## config.mk

```make
export PLATFORM = sky130hd
export DESIGN_NAME = inst_loader
export DESIGN_NICKNAME = d
export VERILOG_FILES = /design/src/rtl/inst_loader.sv
export SDC_FILE = /design/constraint.sdc
export NUM_CORES = 1
export LEC_CHECK = 0
export CAP_MARGIN = 40
export CORE_MARGIN = 10
export CORE_UTILIZATION = 45
export CTS_CLUSTER_SIZE = 8
export DETAILED_ROUTE_END_ITERATION = 7
export PLACE_DENSITY = 0.66
export SLEW_MARGIN = 20
export SYNTH_ARGS = -nofsm -noshare
export SYNTH_HDL_FRONTEND = slang
export SYNTH_SLANG_ARGS = --single-unit
```

## constraint.sdc

```tcl
create_clock -name clk -period 3.25 [get_ports clk]
set_clock_uncertainty 0.05 [all_clocks]
set_input_delay 0.325 -clock clk [delete_from_list [all_inputs] [get_ports clk]]
set_output_delay 0.325 -clock clk [all_outputs]
set_load 0.005 [all_outputs]
```

## src/rtl/inst_loader.sv

```systemverilog
// Program loader: turns a count-prefixed byte stream into 9-bit instruction
// memory writes, holding busy for the whole session so the core stays in reset.
module inst_loader #(
    parameter logic [7:0] BASE_ADDR = 8'h00
) (
    input  logic       clk,
    input  logic       reset,
    input  logic       start,
    input  logic       abort,
    input  logic [7:0] in_data,
    input  logic       in_valid,
    output logic       in_ready,
    output logic       wr_en,
    output logic [7:0] wr_addr,
    output logic [8:0] wr_data,
    output logic       busy,
    output logic       done,
    output logic       fmt_err
);

    typedef enum logic [1:0] {IDLE, COUNT, LO, HI} state_t;

    state_t     state_q, state_d;
    logic [7:0] addr_cnt;
    logic [8:0] remaining;
    logic [7:0] lo_byte;

    logic hs;
    logic count_fire, lo_fire, hi_fire, last_instr;

    assign hs         = in_valid & in_ready;
    assign count_fire = (state_q == COUNT) && hs && !abort;
    assign lo_fire    = (state_q == LO)    && hs && !abort;
    assign hi_fire    = (state_q == HI)    && hs && !abort;
    assign last_instr = (remaining == 9'd1);

    // NOTE: every signal written here gets a default first, so no path can
    // leave one unassigned and infer a latch.
    always_comb begin
        state_d  = state_q;
        in_ready = 1'b0;
        busy     = 1'b0;
        case (state_q)
            IDLE: begin
                // start beats a simultaneous abort: abort has no meaning in IDLE
                if (start) state_d = COUNT;
            end
            COUNT: begin
                in_ready = 1'b1;
                busy     = 1'b1;
                if (abort)   state_d = IDLE;
                else if (hs) state_d = LO;
            end
            LO: begin
                in_ready = 1'b1;
                busy     = 1'b1;
                if (abort)   state_d = IDLE;
                else if (hs) state_d = HI;
            end
            HI: begin
                in_ready = 1'b1;
                busy     = 1'b1;
                if (abort)   state_d = IDLE;
                else if (hs) state_d = last_instr ? IDLE : LO;
            end
            default: state_d = IDLE;
        endcase
    end

    // NOTE: sequential state uses non-blocking assignments so every register
    // samples pre-edge values regardless of statement order.
    always_ff @(posedge clk or posedge reset) begin
        if (reset) begin
            state_q   <= IDLE;
            addr_cnt  <= BASE_ADDR;
            remaining <= 9'd0;
            lo_byte   <= 8'd0;
            wr_en     <= 1'b0;
            wr_addr   <= 8'd0;
            wr_data   <= 9'd0;
            done      <= 1'b0;
            fmt_err   <= 1'b0;
        end else begin
            state_q <= state_d;
            wr_en   <= 1'b0;

            if (state_q == IDLE && start) begin
                addr_cnt <= BASE_ADDR;
                done     <= 1'b0;
                fmt_err  <= 1'b0;
            end

            // A count byte of zero stands for a full 256-instruction image
            if (count_fire)
                remaining <= (in_data == 8'd0) ? 9'd256 : {1'b0, in_data};

            if (lo_fire)
                lo_byte <= in_data;

            if (hi_fire) begin
                wr_en     <= 1'b1;
                wr_addr   <= addr_cnt;
                wr_data   <= {in_data[0], lo_byte};
                addr_cnt  <= addr_cnt + 8'd1;
                remaining <= remaining - 9'd1;
                if (in_data[7:1] != 7'd0) fmt_err <= 1'b1;
                if (last_instr)           done    <= 1'b1;
            end
        end
    end

endmodule

```

==> metrics.csv <==
stage,metric,value,unit
run_status,status,finished clean,
global_route,track_usage,12.1,%
sta,fin_crit,2230,ps
place,dpl.hpwl,3.34,mm
floorplanning,start_util,46.5,%
routing,drtPass1Iterations,4,
critical_path,path_class,flop to output pin,
floorplanning,die_h,90.1,um
place,dp_cells,316,
sta,rsz0062_at_grt,no,
logic_synthesis,syn_area_per_cell,9.78,um^2
pwr,total_power,0.00166,W
logic_synthesis,synth_area,2210,um^2
routing,drtIter0Drc,88,
sta,fin_ws,1020,ps
critical_path,cp_max_fo,22,
critical_path,arrival,1850,ps
clock_tree,post_cts_buffers,0,
finish,synthToLayoutAreaGrowth,22.0,%
routing,wire_per_inst,14.5,um
global_route,grt_pass1_vias,1681,
global_route,antenna_found_initial,0,
critical_path,crit_required,2870,ps
finish,multi_input_area,928,um^2
logic_synthesis,synth_area_leader_cell,dfrtp_1,
logic_synthesis,synth_common_cells,"nand2_1 (61), dfrtp_1 (47), nor2_1 (11)",
finish,layout-drive-gt1-share,10.5,%
logic_synthesis,ys_ff_latch,47,
clock_tree,ctsResizeCount,0,
pwr,power-per-cell-area,616,nW/um^2
critical_path,start_kind,flop,
place,dp_slack,948,ps
floorplanning,boundaryPins,35,
routing,drt_drc_violations_left,0,
finish,fillers,439,
clock_tree,cts-root-buf,clkbuf_8,
logic_synthesis,syn_nets,242,
floorplanning,die_x,90.1,um
clock_tree,cts_max_level,2,
min_path,hold_class,input port to asynchronous set/reset pin,
logic_synthesis,yosysSeqAreaShare,53.2,%
finish,stdcell_count,324,
global_route,grt_max_degree,35,
sta,maxSlewHeadroom,52.2,%
logic_synthesis,synth_flop_cell,dfrtp_1,
logic_synthesis,yosys.area.top_type_share,53.2,%
logic_synthesis,synthArstFlopShare,100,%
critical_path,cp.depth,2,
global_route,grt-ovfl-total,0,
critical_path,slowest_delay,810,ps
pwr,p_leak,1.26,nW
critical_path,r2r_cells,5,
logic_synthesis,post_synth_main_area_contributors,"dfrtp_1 (53%), nand2_1 (10%), mux2_2 (4.1%)",
floorplanning,fp.dieArea,8110,um^2
sta,post-route-period-util,68.5,%
logic_synthesis,synthDistinctLibCells,45,
sta,max_freq,449,MHz
logic_synthesis,syn_inst,226,
routing,route.vias.total,1673,
place,port_buffers,34,
clock_tree,insertion_delay,310,ps
routing,avgViaCountPerCell,5.16,
place,routabilityCongestion,0.789,
logic_synthesis,synth_most_common_cell,nand2_1,
critical_path,cp_num_buf_inv,1,
critical_path,cp_top_family,flip-flops,
clock_tree,cts_tree,done,
finish,seqCellArea,1180,um^2
floorplanning,rows,25,
clock_tree,cts.path.max_buffers,2,
logic_synthesis,ys_warn_count,0,
routing,antenna_left,0,
finish,diodes,0,
clock_tree,hold_buffers,0,
logic_synthesis,synth-edff-count,0,
sta,setup_viol,0,
clock_tree,numCtsBuffers,5,
critical_path,slowest_stage,dfrtp_1,
critical_path,crit_path_end_kind,output pin,
routing,routed_wl,4.71,mm
floorplanning,core-area,4750,um^2
clock_tree,clk_pin_slew,100,ps
global_route,grt_pass1_wl,8.26,mm
sta,finalMaxSlewViolations,0,
sta,hold_violations,0,
clock_tree,clock-sinks,47,
sta,finalSetupTns,0,ps
finish,fin_nets,272,
flow_run,cap_viol_max_count,0,
sta,worst_pin_slew,717,ps
pwr,ir_drop,0.000346,V
critical_path,crit_path_cell_trace,"or2_2, clkdlybuf4s50_1",
power breakdown:
part           leakage (nW)  total [W]  internal, W  switching, W
logic                 0.579   0.000378     0.000219      0.000159
registers             0.619   0.000831     0.000715      0.000116
clock network        0.0587   0.000453     0.000233      0.000219
registers in the layout, indices dropped and copies added (netlist names):
name and cells:
addr_cnt 8, done 1, fmt_err 1, lo_byte 8, remaining 9, state_q 2, wr_addr 8, wr_data 9
wr_en 1
worst reg2reg max path: stages, from the launching register on:
cell and delay, ps:
dfrtp_1 810, nand4b_2 160, buf_4 250, inv_1 510, nand2_1 160, o21ai_1 150
stage by stage:
step / hold WS, ps / util [%] / instance area, um^2
2_1_floorplan: 342 / - / 2210
3_3_place_gp: 400 / 53.8 / 2560
3_5_place_dp: 403 / 54.2 / 2580
4_1_cts: 234 / 56.7 / 2700
5_1_grt: 259 / 56.7 / 2700
6_report: 230 / 56.7 / 2700
metal layers:
layer | track usage [%] | up-vias | wire length (um)
met1 | 15.4 | 799 | 2220
li1 | - | 834 | -
met3 | 4.41 | 8 | 289
met5 | 0 | - | 0
met2 | 18.4 | 32 | 2140
met4 | 3.98 | 0 | 55
final timing paths:
| check | endpoint | from | slack [ps] |
|---|---|---|---|
| worst min-delay path | done | reset | 230 |
| worst min register to register | wr_data[2] | lo_byte[2] | 420 |
| worst max register to register | addr_cnt[6] | state_q[1] | 1090 |
| max in group asynchronous | addr_cnt[0] | reset | 2440 |
| min in group clk | wr_data[2] | lo_byte[2] | 420 |
| worst max-delay path | in_ready | state_q[1] | 1020 |
area by class of cell:
| class | instances | area share, % |
|---|---|---|
| Inverter | 6 | 0.836 |
| Multi-Input combinational cell | 160 | 34.4 |
| Sequential cell | 47 | 43.6 |
| Tap cell | 67 | 3.11 |
| Clock inverter | 3 | 1.76 |
| Clock buffer | 5 | 2.55 |
| Timing Repair Buffer | 36 | 13.6 |
cell usage in the layout, fill, tap and decap left out, types with 2 or more instances in the layout:
cell type        count
a31oi_1              3
inv_1                5
o31ai_1              2
ha_1                 3
a21oi_1             10
nor2b_1              2
a41oi_1              2
and3_1               2
dfrtp_1             47
clkbuf_8             5
mux2i_1              4
and4_1               3
clkdlybuf4s50_1     34
nor3_1               2
o21ai_0              6
nand3_1              4
mux2_2               8
nor2_1              11
o22ai_1              3
o21ai_1             10
nand2b_1             3
nand2_1             61
logic make-up (layout without fill, tap and decap cells):
family	Yosys count	count (layout)	share of synthesized area, %
mux	12	12	5.89
xor+xnor	1	1	0.396
flops	47	47	53.2
buf+inv	19	50	4.76
simple gates	101	101	22.3
fa+ha+maj	3	3	1.70
compound gates	43	43	11.7
(Power assumes the default switching activity.)
